## config.mk

```make
export PLATFORM = sky130hd
export DESIGN_NAME = sram_mem_responder
export DESIGN_NICKNAME = d
export VERILOG_FILES = /design/src/rtl/arm_mem_pkg.sv /design/src/rtl/sram_mem_responder.sv
export SDC_FILE = /design/constraint.sdc
export NUM_CORES = 1
export LEC_CHECK = 0
export ABC_AREA = 1
export CORE_MARGIN = 2
export CORE_UTILIZATION = 45
export CTS_CLUSTER_DIAMETER = 50
export DETAILED_ROUTE_END_ITERATION = 6
export GPL_ROUTABILITY_DRIVEN = 1
export PLACE_DENSITY = 0.77
export SYNTH_ARGS = -nofsm -noshare
export SYNTH_HDL_FRONTEND = slang
export SYNTH_SLANG_ARGS = --single-unit
```

## constraint.sdc

```tcl
create_clock -name clk -period 7.8 [get_ports clk]
set_input_delay 1.17 -clock clk [delete_from_list [all_inputs] [get_ports clk]]
set_output_delay 1.17 -clock clk [all_outputs]
set_load 0.01 [all_outputs]
```

## src/rtl/arm_mem_pkg.sv

```systemverilog
// Shared types for the MEM-stage SRAM responder.
// Holds FSM states and the fixed SRAM/word widths.
package arm_mem_pkg;

  typedef enum logic [1:0] {
    IDLE,
    LOW,
    HIGH,
    DONE
  } state_e;

  localparam int unsigned SRAM_BASE_DEFAULT = 1024;
  localparam int unsigned HW_W = 16;
  localparam int unsigned WORD_W = 32;

endpackage

```

## src/rtl/sram_mem_responder.sv

```systemverilog
// MEM-stage responder: splits each 32-bit access into two
// 16-bit async SRAM accesses with programmable wait states.
module sram_mem_responder
  import arm_mem_pkg::*;
#(
  parameter int unsigned SRAM_BASE   = SRAM_BASE_DEFAULT,
  parameter int unsigned WAIT_CYCLES = 2,
  parameter int unsigned SRAM_AW     = 18
) (
  input  logic               clk,
  input  logic               rst,
  input  logic               MEM_R_EN,
  input  logic               MEM_W_EN,
  input  logic [WORD_W-1:0]  Address,
  input  logic [WORD_W-1:0]  Data,
  output logic [WORD_W-1:0]  MEM_result,
  output logic               ready,
  output logic [SRAM_AW-1:0] sram_addr,
  output logic [HW_W-1:0]    sram_dq_out,
  output logic               sram_dq_oe,
  input  logic [HW_W-1:0]    sram_dq_in,
  output logic               sram_ce_n,
  output logic               sram_oe_n,
  output logic               sram_we_n
);

  localparam logic [3:0] LAST = 4'(WAIT_CYCLES - 1);

  state_e              state_q, state_d;
  logic [3:0]          cnt_q, cnt_d;
  logic                wr_q, wr_d;
  logic [SRAM_AW-2:0]  word_q, word_d;
  logic [WORD_W-1:0]   data_q, data_d;
  logic [WORD_W-1:0]   result_q, result_d;
  logic [SRAM_AW-1:0]  addr_q, addr_d;
  logic [HW_W-1:0]     dq_out_q, dq_out_d;
  logic                dq_oe_q, dq_oe_d;
  logic                ce_n_q, ce_n_d;
  logic                oe_n_q, oe_n_d;
  logic                we_n_q, we_n_d;

  logic                req;
  logic                last;
  logic                hi;
  logic [WORD_W-1:0]   off;

  assign req  = MEM_R_EN | MEM_W_EN;
  assign last = (cnt_q == LAST);
  assign off  = Address - WORD_W'(SRAM_BASE);

  assign ready = (state_q == IDLE && !req) || state_q == DONE;

  always_comb begin
    state_d  = state_q;
    cnt_d    = cnt_q;
    wr_d     = wr_q;
    word_d   = word_q;
    data_d   = data_q;
    result_d = result_q;
    unique case (state_q)
      IDLE: begin
        if (req) begin
          state_d = LOW;
          cnt_d   = '0;
          wr_d    = MEM_W_EN;
          word_d  = off[SRAM_AW:2];
          data_d  = Data;
        end
      end
      LOW: begin
        if (last) begin
          state_d = HIGH;
          cnt_d   = '0;
          if (!wr_q) result_d[15:0] = sram_dq_in;
        end else begin
          cnt_d = cnt_q + 4'd1;
        end
      end
      HIGH: begin
        if (last) begin
          state_d = DONE;
          cnt_d   = '0;
          if (!wr_q) result_d[31:16] = sram_dq_in;
        end else begin
          cnt_d = cnt_q + 4'd1;
        end
      end
      DONE: state_d = IDLE;
    endcase
  end

  // Strobes derive from next state so pins change only at clock edges.
  always_comb begin
    hi       = (state_d == HIGH);
    addr_d   = addr_q;
    dq_out_d = dq_out_q;
    dq_oe_d  = 1'b0;
    ce_n_d   = 1'b1;
    oe_n_d   = 1'b1;
    we_n_d   = 1'b1;
    if (state_d == LOW || state_d == HIGH) begin
      ce_n_d = 1'b0;
      addr_d = {word_d, hi};
      if (wr_d) begin
        dq_oe_d  = 1'b1;
        dq_out_d = hi ? data_d[31:16] : data_d[15:0];
        we_n_d   = (cnt_d == LAST);
      end else begin
        oe_n_d = 1'b0;
      end
    end
  end

  always_ff @(posedge clk or negedge rst) begin
    if (!rst) begin
      state_q  <= IDLE;
      cnt_q    <= '0;
      wr_q     <= 1'b0;
      word_q   <= '0;
      data_q   <= '0;
      result_q <= '0;
      addr_q   <= '0;
      dq_out_q <= '0;
      dq_oe_q  <= 1'b0;
      ce_n_q   <= 1'b1;
      oe_n_q   <= 1'b1;
      we_n_q   <= 1'b1;
    end else begin
      state_q  <= state_d;
      cnt_q    <= cnt_d;
      wr_q     <= wr_d;
      word_q   <= word_d;
      data_q   <= data_d;
      result_q <= result_d;
      addr_q   <= addr_d;
      dq_out_q <= dq_out_d;
      dq_oe_q  <= dq_oe_d;
      ce_n_q   <= ce_n_d;
      oe_n_q   <= oe_n_d;
      we_n_q   <= we_n_d;
    end
  end

  assign MEM_result  = result_q;
  assign sram_addr   = addr_q;
  assign sram_dq_out = dq_out_q;
  assign sram_dq_oe  = dq_oe_q;
  assign sram_ce_n   = ce_n_q;
  assign sram_oe_n   = oe_n_q;
  assign sram_we_n   = we_n_q;

endmodule

```

==> results.sh <==
export IMPL_endpoint_kind="output pin"
export IMPL_setup_viol_count_final=0
export IMPL_synth_cell_types=32
export IMPL_yosysTopAreaCell="dfrtp_1"
export IMPL_synth_area_leaders="dfrtp_1, nand2_1, nand3_1"
export IMPL_ys_seq_area_frac=0.5956
export IMPL_synth_most_common_cell="nand2_1"
export IMPL_met2_length_um=6524
export IMPL_worst_path_buf_inv=2
export IMPL_synth_top_area_frac=0.5807
export IMPL_die_h_um=112.5
export IMPL_rows=39
export IMPL_ant_nets=0
export IMPL_synth_edff_count=0
export IMPL_top_layer="met4"
export IMPL_coreArea_um2=11470
export IMPL_fin_cells=893
export IMPL_syn_nets=693
export IMPL_cp_start_kind="input port"
export IMPL_synth_compound_area_frac=0.06586
export IMPL_vias=4580
export IMPL_hp_class="flip-flop to flip-flop"
export IMPL_layout_min_cycle_time_ps=3785
export IMPL_synth_xor_area_frac=0.003305
export IMPL_layout_nets=829
export IMPL_finalWorstSetupSlack_ps=4015
export IMPL_ir_drop_mv=0.3198
export IMPL_final_area_um2=7317
export IMPL_clockBufferDepth=2
export IMPL_pre_cts_ws_ps=3649
export IMPL_viasPerCell=5.129
export IMPL_worst_path_max_fanout=5
export IMPL_clock_sinks=126
export IMPL_layout_drive_gt1_share=0.05600
export IMPL_tightest_slew_ps=1090
export IMPL_crit_type="input port to output pin"
export IMPL_ys_seq_elements=126
export IMPL_clock_skew_ps=11.28
export IMPL_cts_setup_buffers=0
export IMPL_yosys_area_share_simple=0.2618
export IMPL_synthesis_area_um2=5300
export IMPL_clk_pin_slew_ps=50
export IMPL_arrival_ps=2610
export IMPL_diodes=0
export IMPL_post_dp_cell_area_um2=6758
export IMPL_place_congestion=0.8587
export IMPL_cts_tree="built"
export IMPL_required_ps=6630
export IMPL_powerDensity_nw_per_um2=479.1
export IMPL_dp_final_hpwl_um=8791
export IMPL_overflow=0
export IMPL_worstSkewPairLatency_ps=410
export IMPL_cts_max_level=4
export IMPL_yosys_warnings=0
export IMPL_met3_length_um=720
export IMPL_wl_um=13150
export IMPL_numCtsBuffers=17
export IMPL_grt_setup_unrepaired="no"
export IMPL_wl_met1_um=5774
export IMPL_initial_utilization=0.4622
export IMPL_cap_violations=0
export IMPL_io_pin_count=155
export IMPL_crit_path_cell_trace="clkdlybuf4s50_1 -> nor2_1 -> nand2_1 -> nand2_1 -> clkdlybuf4s50_1"
export IMPL_yosys_top_cells_count="nand2_1, dfrtp_1, nand3_1, o21ai_0, inv_1"
export IMPL_crit_path_max_incr_delay_ps=580
export IMPL_syn_area_per_cell_um2=8.819
export IMPL_fp_dieW_um=112.5
export IMPL_grt_max_degree=69
export IMPL_finalHoldViolCount=0
export IMPL_globalRouteTotalUtil=0.2182
export IMPL_synthCells=601
export IMPL_die_area_um2=12660
export IMPL_status="finished, final reports clean"
export IMPL_hold_buffers=0
export IMPL_firstDrtPassIters=4
export IMPL_timing_final_max_slew_violations=0
export IMPL_synth_top_family_by_area="simple AND/OR/NAND/NOR gates"
export IMPL_antenna_found_initial=0
export IMPL_muxShareOfSynthArea=0
export IMPL_grt_pass1_vias=4664
export IMPL_relSlewSlack=0.2712
export IMPL_fin_setup_tns_ps=0
export IMPL_cts_resized=0
export IMPL_cp_top_family="buffers and inverters"
export IMPL_wl_per_cell_um=14.72
export IMPL_critPathSlowestCell="clkdlybuf4s50_1"
export IMPL_port_buffers=139
export IMPL_syn_to_final_growth_pct=38.05
export IMPL_holdWs_ps=472.9
export IMPL_fin_crit_sh=0.4853
export IMPL_clock_fmax_mhz=264.2
export IMPL_ys_flop_type="dfrtp_1"
export IMPL_async_reset_ff_frac=1.000
export IMPL_fillers=925
export IMPL_first_iter_violations=289
export IMPL_leakage_nw=3.629
export IMPL_dp_cells=861
export IMPL_cts_root_buf="clkbuf_16"
export IMPL_yosys_area_share_adder=0.01889
export IMPL_drc=0
export IMPL_grt_pass1_wl_um=22270
-- state kept, by name, summed over array words and instances (netlist names), 2 cells and up --
register,count
word_q,17
data_q,32
MEM_result,32
sram_addr,18
state_q,2
cnt_q,4
sram_dq_out,16
-- per-layer routing --
layer	vias up	global-route usage
li1	2184	-
met1	2216	0.2802
met2	163	0.3735
met3	17	0.05130
met4	0	0.06016
met5	-	0
-- path summary, 6_finish.rpt --
check,to,cells after the start,slack [ps],startpoint
max reg2reg,sram_dq_out[4],11,4530,cnt_q[1]
min in group asynchronous,sram_addr[3],1,830,rst
max in group asynchronous,cnt_q[1],2,5620,rst
min reg2reg,data_q[12],2,470,data_q[12]
min,data_q[12],2,470,data_q[12]
max,ready,5,4020,MEM_W_EN
-- where the power goes --
| part | total [W] | switching [W] | internal, W | leakage, nW |
|---|---|---|---|---|
| registers | 0.00114 | 0.000141 | 0.000996 | 1.53 |
| logic | 0.00162 | 0.000953 | 0.000672 | 1.83 |
| clock network | 0.000744 | 0.000276 | 0.000468 | 0.263 |
| total | 0.00351 | 0.00137 | 0.00214 | 3.63 |
-- metrics by stage --
step	utilization	power, W
6_report	0.6381	0.003506
5_1_grt	0.6381	0.003784
4_1_cts	0.6381	0.003536
3_5_place_dp	0.5893	0.002770
3_3_place_gp	0.5893	0.002699
2_1_floorplan	-	0.002131
-- cells by family after synthesis --
logic type,Yosys count
buffers and inverters,67
flip-flops,126
XOR/XNOR,2
AO/OA/AOI/OAI,60
adder cells (fa/ha/maj),8
AND/OR/NAND/NOR,338
-- layout make-up --
cell class              count  area (um2)  share of cell area
inverters                  43       163.9             0.02240
clock buffers              21       440.4             0.06019
clock inverters            11       118.9             0.01624
repair buffers            141        1404              0.1919
well taps                 143       178.9             0.02445
flip-flops and latches    126        3157              0.4314
multi-input cells         408        1854              0.2534
-- cells in the final DEF, fill, tap and decap left out, types with 2 or more instances in the layout --
cell type          n
nor2_1            22
nand3b_1           2
dfstp_2            3
inv_1             40
bufinv_16          2
ha_1               8
clkinvlp_4         4
clkdlybuf4s50_1  138
clkbuf_16         17
o21ai_0           42
nand3_1           64
nand2_1          243
or2_2              3
clkbuf_1           4
a31oi_1            9
clkinv_2           4
dfrtp_1          123
buf_4              3
nand4_1            2
-- worst register-to-register path, cell delays in order, from the launching register on --
cell and delay, ps:
dfrtp_1 410, inv_1 80, ha_1 160, nand2_1 160, a21boi_0 240, nor2_1 60, o22ai_1 160, ha_1 700
clkinv_1 750, nand3_1 300, nand3_1 110, nand2_1 80
Note: power is estimated with default switching activity, not from simulation.
